**src/rtl/adder_inverse_serial.sv**
```systemverilog
// Recovers the unknown addend a = sum - b with a bit-serial subtractor, LSB first,
// behind valid/ready handshakes; flags sums no in-range addend pair can produce.
module adder_inverse_serial #(
  parameter int WIDTH = 4
) (
  input  logic             clk,
  input  logic             rst_n,
  input  logic             in_valid,
  output logic             in_ready,
  input  logic [WIDTH:0]   sum_i,
  input  logic [WIDTH-1:0] b_i,
  output logic             out_valid,
  input  logic             out_ready,
  output logic [WIDTH-1:0] a_o,
  output logic             err_o,
  output logic             busy_o
);

  localparam int KW = $clog2(WIDTH + 1);

  typedef enum logic [1:0] {
    IDLE = 2'd0,
    RUN  = 2'd1,
    DONE = 2'd2
  } state_t;

  state_t         state;
  state_t         state_nxt;
  logic [WIDTH:0] s_reg;
  logic [WIDTH:0] b_reg;
  logic [WIDTH:0] diff;
  logic [WIDTH:0] diff_nxt;
  logic           br;
  logic           br_nxt;
  logic           d_bit;
  logic [KW-1:0]  k;
  logic           accept;
  logic           last;
  logic           release_res;

  // One full-subtractor step: returns {borrow_out, difference_bit}.
  function automatic logic [1:0] sub_bit(input logic s, input logic b, input logic bin);
    logic d;
    logic bout;
    d    = s ^ b ^ bin;
    bout = (~s & b) | (~(s ^ b) & bin);
    return {bout, d};
  endfunction

  always_ff @(posedge clk or negedge rst_n) begin
    if (!rst_n) state <= IDLE;
    else        state <= state_nxt;
  end

  always_comb begin
    state_nxt   = state;
    accept      = 1'b0;
    last        = 1'b0;
    release_res = 1'b0;
    case (state)
      IDLE: begin
        if (in_valid) begin
          accept    = 1'b1;
          state_nxt = RUN;
        end
      end
      RUN: begin
        if (k == KW'(WIDTH)) begin
          last      = 1'b1;
          state_nxt = DONE;
        end
      end
      DONE: begin
        if (out_ready) begin
          release_res = 1'b1;
          state_nxt   = IDLE;
        end
      end
      default: state_nxt = IDLE;
    endcase
  end

  assign in_ready = (state == IDLE);
  assign busy_o   = (state != IDLE);

  always_comb begin
    {br_nxt, d_bit} = sub_bit(s_reg[k], b_reg[k], br);
    diff_nxt        = diff;
    diff_nxt[k]     = d_bit;
  end

  // Stage boundary: serial bit step and result registers.
  always_ff @(posedge clk or negedge rst_n) begin
    if (!rst_n) begin
      s_reg     <= '0;
      b_reg     <= '0;
      diff      <= '0;
      br        <= 1'b0;
      k         <= '0;
      a_o       <= '0;
      err_o     <= 1'b0;
      out_valid <= 1'b0;
    end else begin
      if (accept) begin
        s_reg <= sum_i;
        b_reg <= {1'b0, b_i};
        diff  <= '0;
        br    <= 1'b0;
        k     <= '0;
      end else if (state == RUN) begin
        diff <= diff_nxt;
        br   <= br_nxt;
        k    <= k + KW'(1);
      end
      // A set top difference bit means a >= 2^WIDTH; a final borrow means sum < b.
      if (last) begin
        a_o       <= diff_nxt[WIDTH-1:0];
        err_o     <= diff_nxt[WIDTH] | br_nxt;
        out_valid <= 1'b1;
      end else if (release_res) begin
        out_valid <= 1'b0;
      end
    end
  end

endmodule

```
**config.mk**
```make
export PLATFORM = sky130hd
export DESIGN_NAME = adder_inverse_serial
export DESIGN_NICKNAME = d
export VERILOG_FILES = /design/src/rtl/adder_inverse_serial.sv
export SDC_FILE = /design/constraint.sdc
export NUM_CORES = 1
export LEC_CHECK = 0
export ABC_AREA = 1
export CAP_MARGIN = 20
export CORE_ASPECT_RATIO = 1.75
export CORE_UTILIZATION = 25
export CTS_CLUSTER_DIAMETER = 30
export DETAILED_ROUTE_END_ITERATION = 8
export SLEW_MARGIN = 20
export SYNTH_ARGS = -nofsm -noshare
export SYNTH_HDL_FRONTEND = slang
export SYNTH_SLANG_ARGS = --single-unit
```
**constraint.sdc**
```tcl
create_clock -name clk -period 5.7 [get_ports clk]
set_input_delay 1.425 -clock clk [delete_from_list [all_inputs] [get_ports clk]]
set_output_delay 1.425 -clock clk [all_outputs]
set_load 0.02 [all_outputs]
```
==> results of run 1 <==
## worst max path at each step
stage / end / start / slack (ns) / cells after the start
3_5_place_dp: in_ready / state[0] / 3.04 / 2
3_3_place_gp: in_ready / state[0] / 3.05 / 2
5_1_grt: in_ready / state[0] / 2.66 / 2
2_1_floorplan: busy_o / state[0] / 3.60 / 2
6_report: in_ready / state[0] / 2.74 / 2
4_1_cts: in_ready / state[0] / 2.73 / 2
## layer usage
layer  GRT usage (%)  part of all wire [%]  wire length [µm]
met4            4.21                   2.5                66
met2            18.7                    54              1420
met3            2.08                   2.5                66
met1            11.5                    41              1080
met5               0                     0                 0
## through the flow
stage          cell area [µm²]  utilization (%)  instances  total power [mW]  hold WS [ns]
4_1_cts                   1670             31.8        235             0.986         0.492
2_1_floorplan             1370                -        158             0.706         0.449
5_1_grt                   1670             31.8        235              1.07         0.504
6_report                  1670             31.8        235             0.975         0.482
3_5_place_dp              1600             30.4        231             0.830         0.468
3_3_place_gp              1600             30.4        231             0.820         0.463
## cells in the mapped netlist (all sizes together)
library cell	number
nand4	1
inv	21
ha	2
nand3b	1
o22ai	2
dfrtp	26
a21oi	3
xnor2	1
o21ai	9
nand2	60
o31ai	1
nand3	17
nor3	1
buf	3
fa	2
nor2	8
## power by group through the flow
stage	Clock [mW]	Combinational [mW]	Sequential [mW]
floorplan	0	0.367	0.339
global placement	0	0.488	0.333
detailed placement	0	0.494	0.336
CTS	0.158	0.495	0.333
global route	0.169	0.559	0.344
finish	0.154	0.489	0.332
## area by class of cell
type | instances | area [µm²] | share of cell area, %
multi-input cells | 108 | 591 | 35.4
clock inverters | 1 | 30.0 | 1.80
flip-flops and latches | 26 | 651 | 39.0
inverters | 21 | 81.3 | 4.87
repair buffers | 21 | 208 | 12.4
clock buffers | 3 | 41.3 | 2.47
well taps | 55 | 68.8 | 4.12
## worst max-delay path, stage by stage (launching register included)
cell             delay, ns
dfrtp_1               0.46
nor2_4                0.17
clkdlybuf4s50_1       0.62
## cells by family (layout without fill, tap and decap cells)
group / count (synthesis) / count (layout)
DFF: 26 / 26
AOI/OAI and AO/OA: 15 / 15
and+or+nand+nor: 88 / 88
buffers and inverters: 24 / 46
xor gates and xnor gates: 1 / 1
adders and majority gates: 4 / 4
==> summary.txt, run 1 <==
Logic synthesis
  • Synthesized-area fraction occupied by adder cells: 4.77%
  • Post-Synthesis Cells: 158
  • Synth top area share: 47.7%
  • Synth Warn #: 0
  • Synth Area in Simple Gates: 31.2%
  • Area leader, netlist: dfrtp_1
  • Seq/Total Area, Yosys: 47.7%
  • Synth unique cells: 28
  • XOR/XNOR Fraction of Synth Area: 0.642%
  • Largest family of logic cells by synthesized area: simple AND/OR/NAND/NOR gates
  • Compound-Gate Fraction of Synth Area: 6.69%
  • Syn Area/Cell: 8.64 µm²
  • Area contributors post-synth: dfrtp_1, nand2_1, nand3_1
  • Multiplexer share of the synthesized area: 0%
  • Post-synth net total: 175
  • #FFs+latches synth: 26
  • Post-synthesis cell area: 1370 µm²

Pwr
  • Switching power: 426 µW
  • Sw Ratio: 43.7%
  • Pint: 549 µW
  • Clock power frac: 15.8%
  • Logic gate share of total power: 50.2%
  • Reg power frac: 34.0%
  • Lkg Pwr: 0.811 nW
  • Max VDD drop: 137 µV
  • Pwr/cell area: 584 nW/µm²

Drt
  • Post-route DRC: 0
  • Routed Antenna Nets: 0
  • Detailed router's first-iteration violation count: 28
  • Drt total wl: 2.63 mm
  • Via count: 1055
  • Routed len/inst: 11.2 µm
  • Via density: 4.49
  • Router iterations before antenna repair: 4

Hold path
  • Worst hold stages: 2
  • Min-Delay Path Class: register to register
  • Worst Hold Path EP: a_o[0]
  • Hold path start: a_o[0]

STA
  • Setup WS post-layout: 2.74 ns
  • Pins Over Slew Limit: 0
  • Slew @ Worst Pin: 0.489 ns
  • Crit path time final: 2.96 ns
  • Final Hold Viols: 0
  • RSZ-0062 raised after global routing: no
  • Final period util: 52.0%
  • Normalized max-slew margin: 67.0%
  • Fin Setup TNS: 0 ns
  • FMAX: 337 MHz
  • Skew final: 0.0106 ns
  • Final setup viols: 0

Setup path
  • R2R setup slack: 3.35 ns
  • R2r startpoint: k[0]
  • Worst EP arrival: 1.54 ns
  • Cell count of the worst reg-to-reg path: 9
  • Crit start category: register
  • Crit path required time: 4.28 ns
  • WS Path Type: register to primary output
  • FF-to-FF End: diff[1]
  • Nature of the critical path endpoint: primary output
  • Crit path max fanout: 4

Floorplan
  • Die H: 99.8 µm
  • Width of the die: 57.9 µm
  • I/O pins: 21
  • Initial Utilization: 26.0%
  • Die area: 5770 µm²
  • Rows: 35
  • CORE AREA: 5260 µm²

Placement
  • IO buf count: 20
  • Gp weighted congestion: 0.805
  • DP Wirelength: 1.99 mm
  • Place WS: 3.04 ns

Clock network
  • Clk sinks: 26
  • Resized Gates After CTS: 0
  • Clk_lat worst skew: 0.28 ns
  • Postcts setup bufs: 0
  • H-tree Lvls: 1
  • CTS buffer count: 3
  • Max clock buf depth: 2
  • CTS tree: yes
  • Clock-pin slew on the worst setup and hold paths: 0.09 ns
  • CTS root buf: clkbuf_8
  • Hold-fix buffers at CTS: 0

Global routing
  • First-pass GRT wire length: 4.66 mm
  • GRT overflow: 0
  • GRT Util Overall: 10.4%
  • Largest net degree at the start of global routing: 27
  • Initial antenna violation count: 0
  • Number of global-route vias before repair: 1065

Run status
  • Status: completed

Cells and area
  • Area delta synth->final: 22.4%
  • Filler cell count: 583
  • Most common cell after layout, fill and taps aside: nand2_1
  • Nets@finish: 198
  • Antenna cells: 0
  • Commonest cells after routing, fill and taps aside: nand2_1, dfrtp_1, clkdlybuf4s50_1, nand3_1, inv_1
  • Share of layout cells above drive strength 1: 13.9%

Job
  • Total of max-cap violations: 0
No activity file was read; power rests on OpenSTA's default activity.
==> run 2: changes to the inputs <==
- clock period: 5.7 -> 2.9 ns (I/O delays scaled with it)
==> summary.txt, run 2 (synthesis gave the netlist of run 1 again) <==
Run status
  • Status: completed

Cells and area
  • Antenna cells: 0 (unchanged)
  • Filler cell count: 580 (-0.51%)
  • Final Core Density: 31.8% (unchanged)
  • Most common cell after layout, fill and taps aside: nand2_1
  • Area delta synth->final: 22.4% (unchanged)
  • Nets@finish: 198 (unchanged)
  • Commonest cells after routing, fill and taps aside: nand2_1, dfrtp_1, clkdlybuf4s50_1, nand3_1, inv_1
  • Share of layout cells above drive strength 1: 13.9% (unchanged)

Hold path
  • Worst Hold Path EP: s_reg[0]
  • Worst hold stages: 2 (unchanged)
  • Hold path start: s_reg[0]
  • Min-Delay Path Class: register to register

Placement
  • IO buf count: 20 (unchanged)
  • Gp weighted congestion: 0.820 (+1.9%)
  • Place WS: 0.733 ns (-2.31 ns)
  • DP Wirelength: 2.13 mm (+7.0%)

Pwr
  • Switching power: 854 µW (+100%)
  • Pwr/cell area: 1160 nW/µm² (+99%)
  • Lkg Pwr: 0.811 nW (unchanged)
  • Pint: 1.09 mW (+98%)
  • Logic gate share of total power: 50.8% (+0.6 points)
  • Clock power frac: 15.5% (-0.3 points)
  • Reg power frac: 33.7% (-0.3 points)
  • Max VDD drop: 340 µV (+150%)
  • Sw Ratio: 44.0% (+0.34 points)

STA
  • Setup WS post-layout: 0.641 ns (-2.09 ns)
  • RSZ-0062 raised after global routing: no
  • Skew final: 0.00640 ns (-0.00418 ns)
  • Final Hold Viols: 0 (unchanged)
  • Fin Setup TNS: 0 ns (unchanged)
  • Crit path time final: 2.26 ns
  • FMAX: 443 MHz
  • Pins Over Slew Limit: 0 (unchanged)
  • Final period util: 77.9%
  • Slew @ Worst Pin: 0.355 ns (-0.134 ns)
  • Normalized max-slew margin: 76.1% (+9.0 points)
  • Hold WS: 0.490 ns (+0.00817 ns)
  • Final setup viols: 0 (unchanged)

Drt
  • Drt total wl: 2.75 mm (+4.5%)
  • Router iterations before antenna repair: 4 (unchanged)
  • Via density: 4.48 (-0.28%)
  • Detailed router's first-iteration violation count: 26 (-7.1%)
  • Met1 Wirelength: 1.07 mm (-0.92%)
  • Routed Antenna Nets: 0 (unchanged)
  • Metal2 WL: 1.53 mm (+7.8%)
  • Top Metal Used: met4
  • Metal3 WL: 70 µm (+6.1%)
  • Via count: 1052 (-0.28%)
  • Post-route DRC: 0 (unchanged)
  • Routed len/inst: 11.7 µm (+4.5%)

Floorplan
  • Rows: 35 (unchanged)
  • I/O pins: 21 (unchanged)
  • Die H: 99.8 µm (unchanged)
  • Width of the die: 57.9 µm (unchanged)
  • CORE AREA: 5260 µm² (unchanged)
  • Initial Utilization: 26.0% (unchanged)
  • Die area: 5770 µm² (unchanged)

Setup path
  • Crit path required time: 2.17 ns (-2.11 ns)
  • FF-to-FF End: diff[3]
  • Cell count of the worst reg-to-reg path: 9 (unchanged)
  • R2R setup slack: 0.71 ns (-2.64 ns)
  • Worst EP arrival: 1.53 ns (about the same)
  • R2r startpoint: k[0]
  • Crit path max fanout: 4 (unchanged)
  • Crit start category: register
  • Nature of the critical path endpoint: primary output
  • WS Path Type: register to primary output

Global routing
  • First-pass GRT wire length: 4.49 mm (-3.6%)
  • GRT Util Overall: 10.1% (-0.23 points)
  • GRT overflow: 0 (unchanged)
  • Initial antenna violation count: 0 (unchanged)
  • Largest net degree at the start of global routing: 27 (unchanged)
  • Number of global-route vias before repair: 1001 (-6.0%)

Job
  • Total of max-cap violations: 0 (unchanged)

Clock network
  • Max clock buf depth: 2 (unchanged)
  • Postcts setup bufs: 0 (unchanged)
  • Clk sinks: 26 (unchanged)
  • CTS buffer count: 3 (unchanged)
  • Clock-pin slew on the worst setup and hold paths: 0.09 ns (about the same)
  • Hold-fix buffers at CTS: 0 (unchanged)
  • H-tree Lvls: 1 (unchanged)
  • CTS tree: yes
  • Clk_lat worst skew: 0.27 ns (about the same)
  • Resized Gates After CTS: 0 (unchanged)
  • CTS root buf: clkbuf_8
## run 2: per-stage QoR
| stage | instances | cell area, µm² | total power, mW |
|---|---|---|---|
| 5_1_grt | 235 | 1670 | 2.10 |
| 2_1_floorplan | 158 | 1370 | 1.39 |
| 4_1_cts | 235 | 1670 | 1.96 |
| 3_5_place_dp | 231 | 1600 | 1.64 |
| 3_3_place_gp | 231 | 1600 | 1.62 |
| 6_report | 235 | 1670 | 1.94 |
## run 2: cell type report
class	count	area, µm²	share of cell area, %
multi-input cells	108	591	35.4
repair buffers	21	208	12.4
clock buffers	3	41.3	2.47
inverters	21	81.3	4.87
clock inverters	1	30.0	1.80
flip-flops and latches	26	651	39.0
well taps	55	68.8	4.12
## run 2: worst max-delay path by stage
stage                     slack (ns)  cells after the start  endpoint      from
after floorplan                 0.96                     11   diff[0]      k[0]
after global placement          0.79                     10   diff[1]      k[0]
after detailed placement        0.73                     10   diff[3]      k[0]
after CTS                       0.63                      2  in_ready  state[0]
after global routing            0.45                     10   diff[3]      k[0]
final                           0.64                      2  in_ready  state[0]
## run 2: critical path: stages (launching register included)
cell	delay, ns
dfrtp_1	0.46
nor2_4	0.17
clkdlybuf4s50_1	0.62
## run 2: routing by layer
layer / vias to the layer above / global-route usage, %
met2: 18 / 18.6
met1: 488 / 11.0
li1: 538 / -
met4: 0 / 5.31
met5: - / 0
met3: 8 / 1.17
## run 2: power by group through the flow
stage               combinational [mW]  clock [mW]  sequential [mW]
finish                           0.985       0.300            0.654
detailed placement               0.982           0            0.663
global placement                 0.963           0            0.658
global route                      1.11       0.315            0.676
CTS                              0.991       0.310            0.655
floorplan                        0.722           0            0.666
